[config.mk]
export PLATFORM = sky130hd
export DESIGN_NAME = bin2bcd_serial
export DESIGN_NICKNAME = d
export VERILOG_FILES = /design/src/rtl/bcd_pkg.sv /design/src/rtl/bcd_add3_cell.sv /design/src/rtl/bin2bcd_serial.sv
export SDC_FILE = /design/constraint.sdc
export NUM_CORES = 1
export LEC_CHECK = 0
export CORE_MARGIN = 3
export CORE_UTILIZATION = 48
export DETAILED_ROUTE_END_ITERATION = 8
export PLACE_DENSITY = 0.83
export SETUP_SLACK_MARGIN = 0.05
export SYNTH_ARGS = -nofsm -noshare
export SYNTH_HDL_FRONTEND = slang
export SYNTH_SLANG_ARGS = --single-unit
[constraint.sdc]
create_clock -name iClk -period 1.6 [get_ports iClk]
set_clock_uncertainty 0.2 [all_clocks]
set_input_delay 0.24 -clock iClk [delete_from_list [all_inputs] [get_ports iClk]]
set_output_delay 0.24 -clock iClk [all_outputs]
set_load 0.02 [all_outputs]
[src/rtl/bcd_pkg.sv]
// ---------------------------------------------------------------------------
// bcd_pkg
//   Shared definitions for the serial binary-to-BCD converter:
//     - state_t      : FSM state encodings (ST_IDLE, ST_SHIFT, ST_DONE)
//     - BCD_DIGIT_W  : bits per BCD digit
//     - cnt_width()  : width of the shift counter for a given binary width
//     - min_digits() : decimal digits needed to show 2**width-1 without loss
//   No ports; imported by bcd_add3_cell and bin2bcd_serial.
// ---------------------------------------------------------------------------
package bcd_pkg;

    typedef enum logic [1:0] {
        ST_IDLE  = 2'd0,
        ST_SHIFT = 2'd1,
        ST_DONE  = 2'd2
    } state_t;

    localparam int BCD_DIGIT_W = 4;

    // One spare bit over $clog2 so the counter can also represent WIDTH
    // itself, which keeps the "last shift" compare simple for any WIDTH.
    function automatic int cnt_width(input int width);
        return $clog2(width) + 1;
    endfunction

    // Number of decimal digits in the largest unsigned value of 'width' bits.
    // Valid for widths up to 63.
    function automatic int min_digits(input int width);
        longint unsigned max_val;
        int              digits;
        max_val = (64'd1 << width) - 64'd1;
        digits  = 1;
        for (int i = 0; i < 20; i++) begin
            if (max_val >= 64'd10) begin
                max_val = max_val / 64'd10;
                digits++;
            end
        end
        return digits;
    endfunction

endpackage

[src/rtl/bcd_add3_cell.sv]
// ---------------------------------------------------------------------------
// bcd_add3_cell
//   Combinational digit correction for the shift-and-add-3 algorithm: a BCD
//   digit of 5 or more gets 3 added so that the following left shift carries
//   correctly into the next decimal digit. The sum is kept to 4 bits; any
//   carry is deliberately discarded because the shift supplies it.
// Ports
//   digit     in   4   scratch digit before correction
//   adjusted  out  4   digit after conditional +3
// ---------------------------------------------------------------------------
module bcd_add3_cell
    import bcd_pkg::*;
(
    input  logic [BCD_DIGIT_W-1:0] digit,
    output logic [BCD_DIGIT_W-1:0] adjusted
);

    always_comb begin
        // NOTE: the default assignment first keeps every path assigned, so no latch is inferred.
        adjusted = digit;
        if (digit >= BCD_DIGIT_W'(5)) begin
            adjusted = digit + BCD_DIGIT_W'(3);
        end
    end

endmodule

[src/rtl/bin2bcd_serial.sv]
// ---------------------------------------------------------------------------
// bin2bcd_serial
//   Sequential binary-to-BCD converter using shift-and-add-3, one input bit
//   per clock. A start request in IDLE loads the binary value; WIDTH shift
//   cycles later the DONE state copies the scratch digits into the result
//   registers and pulses oDone. Results hold between conversions so a
//   downstream display stays stable.
// Parameters
//   WIDTH      binary input width
//   DIGITS     number of BCD output digits
// Ports
//   iClk       in   1          system clock
//   iRst       in   1          synchronous, active-high reset
//   iNum       in   WIDTH      unsigned value, sampled only on accepted start
//   iStart     in   1          conversion request, honoured only in IDLE
//   oBusy      out  1          high while a conversion is in SHIFT or DONE
//   oDone      out  1          one-cycle pulse when oBcd/oOverflow update
//   oBcd       out  4*DIGITS   digit k in bits [4k+3:4k], digit 0 = units
//   oOverflow  out  1          value exceeded 10**DIGITS-1 (oBcd = value mod
//                              10**DIGITS)
// ---------------------------------------------------------------------------
module bin2bcd_serial
    import bcd_pkg::*;
#(
    parameter int WIDTH  = 8,
    parameter int DIGITS = 3
) (
    input  logic                          iClk,
    input  logic                          iRst,
    input  logic [WIDTH-1:0]              iNum,
    input  logic                          iStart,
    output logic                          oBusy,
    output logic                          oDone,
    output logic [BCD_DIGIT_W*DIGITS-1:0] oBcd,
    output logic                          oOverflow
);

    localparam int CNT_W = cnt_width(WIDTH);
    localparam int BCD_W = BCD_DIGIT_W * DIGITS;
    localparam int SR_W  = BCD_W + WIDTH;

    // When DIGITS is large enough for every WIDTH-bit value, nothing can ever
    // fall out of the top digit; folding this in lets synthesis drop the
    // overflow logic entirely for such configurations.
    localparam bit DIGITS_SUFFICIENT = (DIGITS >= min_digits(WIDTH));

    localparam logic [CNT_W-1:0] LAST_CNT = CNT_W'(WIDTH - 1);

    state_t           state;
    logic [WIDTH-1:0] bin_sr;
    logic [BCD_W-1:0] digits_sr;
    logic [BCD_W-1:0] digits_adj;
    logic             ovf_sr;
    logic [CNT_W-1:0] cnt;
    logic [SR_W-1:0]  shifted;
    logic             dropped_bit;

    // Per-digit correction, applied to the scratch digits before each shift.
    for (genvar k = 0; k < DIGITS; k++) begin : g_add3
        bcd_add3_cell u_add3 (
            .digit    (digits_sr [BCD_DIGIT_W*k +: BCD_DIGIT_W]),
            .adjusted (digits_adj[BCD_DIGIT_W*k +: BCD_DIGIT_W])
        );
    end

    // The binary MSB moves into the units digit LSB; the corrected top
    // digit's MSB is the bit lost off the end and marks overflow.
    assign shifted     = {digits_adj, bin_sr} << 1;
    assign dropped_bit = digits_adj[BCD_W-1];

    always_ff @(posedge iClk) begin
        if (iRst) begin
            // NOTE: every register here, state included, uses non-blocking assignment so all of them update together from pre-edge values.
            state     <= ST_IDLE;
            bin_sr    <= '0;
            digits_sr <= '0;
            ovf_sr    <= 1'b0;
            cnt       <= '0;
            oBusy     <= 1'b0;
            oDone     <= 1'b0;
            oBcd      <= '0;
            oOverflow <= 1'b0;
        end else begin
            oDone <= 1'b0;
            unique case (state)
                ST_IDLE: begin
                    if (iStart) begin
                        bin_sr    <= iNum;
                        digits_sr <= '0;
                        ovf_sr    <= 1'b0;
                        cnt       <= '0;
                        oBusy     <= 1'b1;
                        state     <= ST_SHIFT;
                    end
                end

                ST_SHIFT: begin
                    digits_sr <= shifted[SR_W-1:WIDTH];
                    bin_sr    <= shifted[WIDTH-1:0];
                    ovf_sr    <= ovf_sr | (dropped_bit & ~DIGITS_SUFFICIENT);
                    cnt       <= cnt + 1'b1;
                    if (cnt == LAST_CNT) begin
                        state <= ST_DONE;
                    end
                end

                ST_DONE: begin
                    // Digits are already final here; no correction after the
                    // last shift.
                    oBcd      <= digits_sr;
                    oOverflow <= ovf_sr;
                    oDone     <= 1'b1;
                    oBusy     <= 1'b0;
                    state     <= ST_IDLE;
                end

                default: begin
                    state <= ST_IDLE;
                end
            endcase
        end
    end

endmodule

==> summary by stage <==
Outcome
The run finished with clean final reports.

Logic synthesis
The part of the Yosys area used for sequential elements is 45.7%. After synthesis the netlist holds a flip-flop and latch count of 40. The number of unique standard cell types used by synthesis is 32. The cell area that synthesis handed to floorplanning was 1750 um^2.

The cell count after synthesis came out at 210. The post-synthesis area per instance is 8.35 um^2. The warning count from the yosys run is 0. The synthesized netlist net count is between 200 and 250.

Placed design
Detailed placement ended at an HPWL of around 2800 um. The worst slack after detailed placement is -0.150 ns. In this run the cell area measured after placement is about 2200 um^2. The number of port buffers is 24.

The final weighted congestion in routability-driven placement is just under 0.8. Including well taps, the total number of placed cells is 290.

Cells and area
The share of layout cells above drive strength 1 is 20.0%. After filler insertion, the fill cell instance count of the layout stands at approximately 300. The post-route cell area is 2290 um^2. The multi-input combinational cells in the finished layout cover a total of 923 um^2. The area taken by flip-flops and latches is 812 um^2. After the flow finishes, the layout carries non-filler instances totaling 296. The area growth from synthesis to layout is 30.5%. At the end of the flow, the number of nets in the layout was 270. 0 antenna diodes ended up in the layout.

Floorplan
In this run the horizontal extent of the chip is between 60 and 70 um. The floorplan step defined a die boundary enclosing around 4400 um^2. The total area inside the core boundary comes to 3420 um^2. The floorplan step set the die height to 66.4 um. The starting utilization of the core area is 51.3%. The number of ports placed on the die boundary is 26.

After floorplanning, the core was divided into 21 placement rows.

Setup path
The critical path capture point type is a register. Together, buffers and inverters on the worst path number 1. The endpoint required time on the critical path is about 1.7 ns. Along the worst path, the maximum fanout reaches 5.

The endpoint of the worst setup timing path is digits_sr[2]$_SDFFE_PP0P_. Among cell families on the critical path, the largest total delay comes from flip-flops. The setup check on the worst reg-to-reg path leaves a slack of 0.05 ns. The worst setup path category is register to register. The critical path launch point type is a register. Data arrives at the worst endpoint at between 1.5 and 2 ns. The end of the worst register-to-register path is digits_sr[2]$_SDFFE_PP0P_. The number of cells on the worst reg-to-reg path is 6. Traced cell by cell, the critical path runs through inv_1 > ha_4 > nand2b_4 > a21oi_4 > mux2i_1 > a22o_1. In this run the worst setup path begins at digits_sr[0]$_SDFFE_PP0P_. The launch point of the worst reg-to-reg path is digits_sr[0]$_SDFFE_PP0P_. The total stage count of the critical path is 6. For this run, the slowest stage of the critical path takes 0.37 ns. The critical-path cell with the highest stage delay is sky130_fd_sc_hd__dfxtp_2.

STA
Setup repair after global routing could not meet its margin everywhere. The time the worst path needs with I/O delays and setup is 1.55 ns. The count of endpoints failing hold in the final timing report is 0. The setup slack of the critical path after layout is ~0.054 ns. The worst slack on hold paths is 0.261 ns.

The number of max-slew violations in the final report is 0. Of the available clock period, the critical path in the final layout requires 96.6%. The total of endpoints with negative setup slack in the final report is 0. The maximum frequency from static timing analysis is around 0.65 GHz.

Power
The design draws 1.66 mW. Across the VDD grid, the largest voltage drop is 0.000478 V. In this run the static leakage power is ~0.96 nW. The total power divided by cell area is 726 nW/um^2.

Clocking
The number of clock sinks is 40. After clock tree synthesis, the clock-pin slew on the worst setup and hold paths is 0.11 ns. The clock root buffer master is sky130_fd_sc_hd__clkbuf_4. The H-tree generated during clock tree synthesis spans 2 levels. Clock latency on the worst-skew pair, taken at its later pin, is around 0.34 ns. In this run the deepest clock path goes through 2 buffers. The clock buffer count from CTS is 5. TritonCTS built the clock tree.

Global route
The via count of the first global-routing pass came to 1491. The initial antenna violation count is 0. The maximum number of pins on one net before global-route repair is 19. The leftover overflow at the end of global routing is 0. The first global-routing pass estimated 6330 um of wire. Global routing consumed, over all layers together, 18.6% of the routing resources.

Routing
For this run, design rule violations remaining after detail routing come to 0. The DRC marker count from the first detailed-route iteration is 98. The total via count after detailed routing is 1595. The first TritonRoute pass finished after 4 iterations. The number of vias per cell after detailed routing is between 5 and 6. In the final routed layout, each cell accounts on average for around 13 um.

The post-detailed-routing wire length is 3900 um. The count of antenna-violating nets left after detailed routing is 0.

Run
The number of maximum-capacitance violations is 0.

Hold path
In this run the worst hold path is classified as register to register.
[state kept, by name, summed over array words and instances, names as in the netlist]
register and count:
digits_sr 12, oBcd 12, bin_sr 8, cnt 4
state 2, oBusy 1, oDone 1
[kinds of logic (layout without fill, tap and decap cells)]
group / Yosys count / in the layout / synth area share [%]
compound gates: 49 / 49 / 17.6
mux: 4 / 4 / 2.36
buf+inv: 21 / 61 / 6.00
other cells: 1 / 1 / 0.214
simple gates: 84 / 84 / 21.2
flops: 40 / 40 / 45.7
fa+ha+maj: 7 / 7 / 5.00
xor+xnor: 4 / 4 / 2.00
[worst reg2reg max path: stages, from the launching register on]
cell	delay [ns]
sky130_fd_sc_hd__dfxtp_2	0.37
sky130_fd_sc_hd__inv_1	0.10
sky130_fd_sc_hd__ha_4	0.17
sky130_fd_sc_hd__nand2b_4	0.06
sky130_fd_sc_hd__a21oi_4	0.19
sky130_fd_sc_hd__mux2i_1	0.24
sky130_fd_sc_hd__a22o_1	0.16
[synth_stat cells]
cell type / count / share of area, %
sky130_fd_sc_hd__a21oi_1: 23 / 6.6
sky130_fd_sc_hd__buf_4: 4 / 1.7
sky130_fd_sc_hd__a2bb2oi_1: 3 / 1.5
sky130_fd_sc_hd__nand2b_1: 6 / 2.1
sky130_fd_sc_hd__xnor2_1: 3 / 1.5
sky130_fd_sc_hd__nor4_1: 3 / 1.1
sky130_fd_sc_hd__o21ai_0: 7 / 2.0
sky130_fd_sc_hd__xor2_1: 1 / 0.50
sky130_fd_sc_hd__a22o_1: 10 / 5.0
sky130_fd_sc_hd__mux2i_1: 3 / 1.7
sky130_fd_sc_hd__inv_1: 9 / 1.9
sky130_fd_sc_hd__a211oi_1: 2 / 0.86
sky130_fd_sc_hd__nor3_1: 7 / 2.0
sky130_fd_sc_hd__conb_1: 1 / 0.21
sky130_fd_sc_hd__nor2_2: 3 / 1.1
sky130_fd_sc_hd__ha_1: 7 / 5.0
sky130_fd_sc_hd__o22ai_1: 1 / 0.36
sky130_fd_sc_hd__a32oi_1: 1 / 0.50
sky130_fd_sc_hd__nand3_1: 5 / 1.4
sky130_fd_sc_hd__nor3b_1: 1 / 0.43
sky130_fd_sc_hd__nor2b_1: 1 / 0.36
sky130_fd_sc_hd__nor2_1: 27 / 5.8
sky130_fd_sc_hd__mux2_2: 1 / 0.64
sky130_fd_sc_hd__buf_6: 1 / 0.64
sky130_fd_sc_hd__clkbuf_1: 4 / 0.86
sky130_fd_sc_hd__buf_2: 3 / 0.86
sky130_fd_sc_hd__or2_1: 1 / 0.36
sky130_fd_sc_hd__or3_1: 1 / 0.36
sky130_fd_sc_hd__a31oi_1: 1 / 0.36
sky130_fd_sc_hd__a22oi_1: 1 / 0.43
sky130_fd_sc_hd__dfxtp_1: 40 / 46
sky130_fd_sc_hd__nand2_1: 29 / 6.2
[final cells by class]
type                            instances  share of cell area, %
Multi-Input combinational cell        149                   40.4
Sequential cell                        40                   35.5
Tap cell                               46                   2.52
Clock buffer                            5                   1.64
Inverter                                9                   1.59
Timing Repair Buffer                   47                   18.4
[report_power, final]
part | internal, mW | switching (mW)
sequential | 1.02 | 0.0180
combinational | 0.0895 | 0.0924
clock | 0.147 | 0.294
[stage by stage]
stage               setup TNS (ns)  util [%]
global placement             -1.23      63.6
CTS                              0      64.5
detailed placement           -1.83      63.6
finish                           0      67.0
floorplan                        0         -
global route              -0.00645      67.0
[worst min-delay path by stage]
stage,from,endpoint,slack [ns],cells past startpoint
floorplan,iNum[0],bin_sr[0]$_SDFFE_PP0P_,0.21,2
global placement,oBcd[10]$_SDFFE_PP0P_,oBcd[10]$_SDFFE_PP0P_,0.24,2
detailed placement,oBcd[7]$_SDFFE_PP0P_,oBcd[7]$_SDFFE_PP0P_,0.25,2
CTS,oBcd[7]$_SDFFE_PP0P_,oBcd[7]$_SDFFE_PP0P_,0.26,2
global route,oBcd[5]$_SDFFE_PP0P_,oBcd[5]$_SDFFE_PP0P_,0.29,2
finish,oBcd[5]$_SDFFE_PP0P_,oBcd[5]$_SDFFE_PP0P_,0.26,2
[cells in the final DEF (no fill, tap or decap), types with 4 or more instances in the layout]
cell / synthesis / routed
sky130_fd_sc_hd__buf_4: 4 / 21
sky130_fd_sc_hd__nand3_1: 5 / 5
sky130_fd_sc_hd__nor2_1: 27 / 27
sky130_fd_sc_hd__o21ai_0: 7 / 7
sky130_fd_sc_hd__clkbuf_4: 0 / 5
sky130_fd_sc_hd__a22o_1: 10 / 10
sky130_fd_sc_hd__nand2_1: 29 / 29
sky130_fd_sc_hd__dfxtp_1: 40 / 33
sky130_fd_sc_hd__inv_1: 9 / 7
sky130_fd_sc_hd__ha_1: 7 / 4
sky130_fd_sc_hd__nor3_1: 7 / 7
sky130_fd_sc_hd__clkdlybuf4s50_1: 0 / 10
sky130_fd_sc_hd__dfxtp_2: 0 / 6
sky130_fd_sc_hd__a21oi_1: 23 / 20
sky130_fd_sc_hd__dlygate4sd2_1: 0 / 14
[layer usage]
metal	routed length (um)	vias to the layer above	part of all wire (%)	global-route usage [%]
met3	163	7	4.2	4.08
met5	0	-	0	0
met2	1970	41	50	31.7
met1	1730	753	44	23.0
li1	-	794	-	-
met4	50	0	1.3	6.09
[repair_timing]
action / 4_1_cts / 5_1_grt
pin swaps: 2 / 5
resized for setup: 20 / 17
setup buffers: 0 / 1
hold buffers: 0 / 0
endpoints found under the setup margin: 21 / 21
Power figures use the tool's default switching activity.
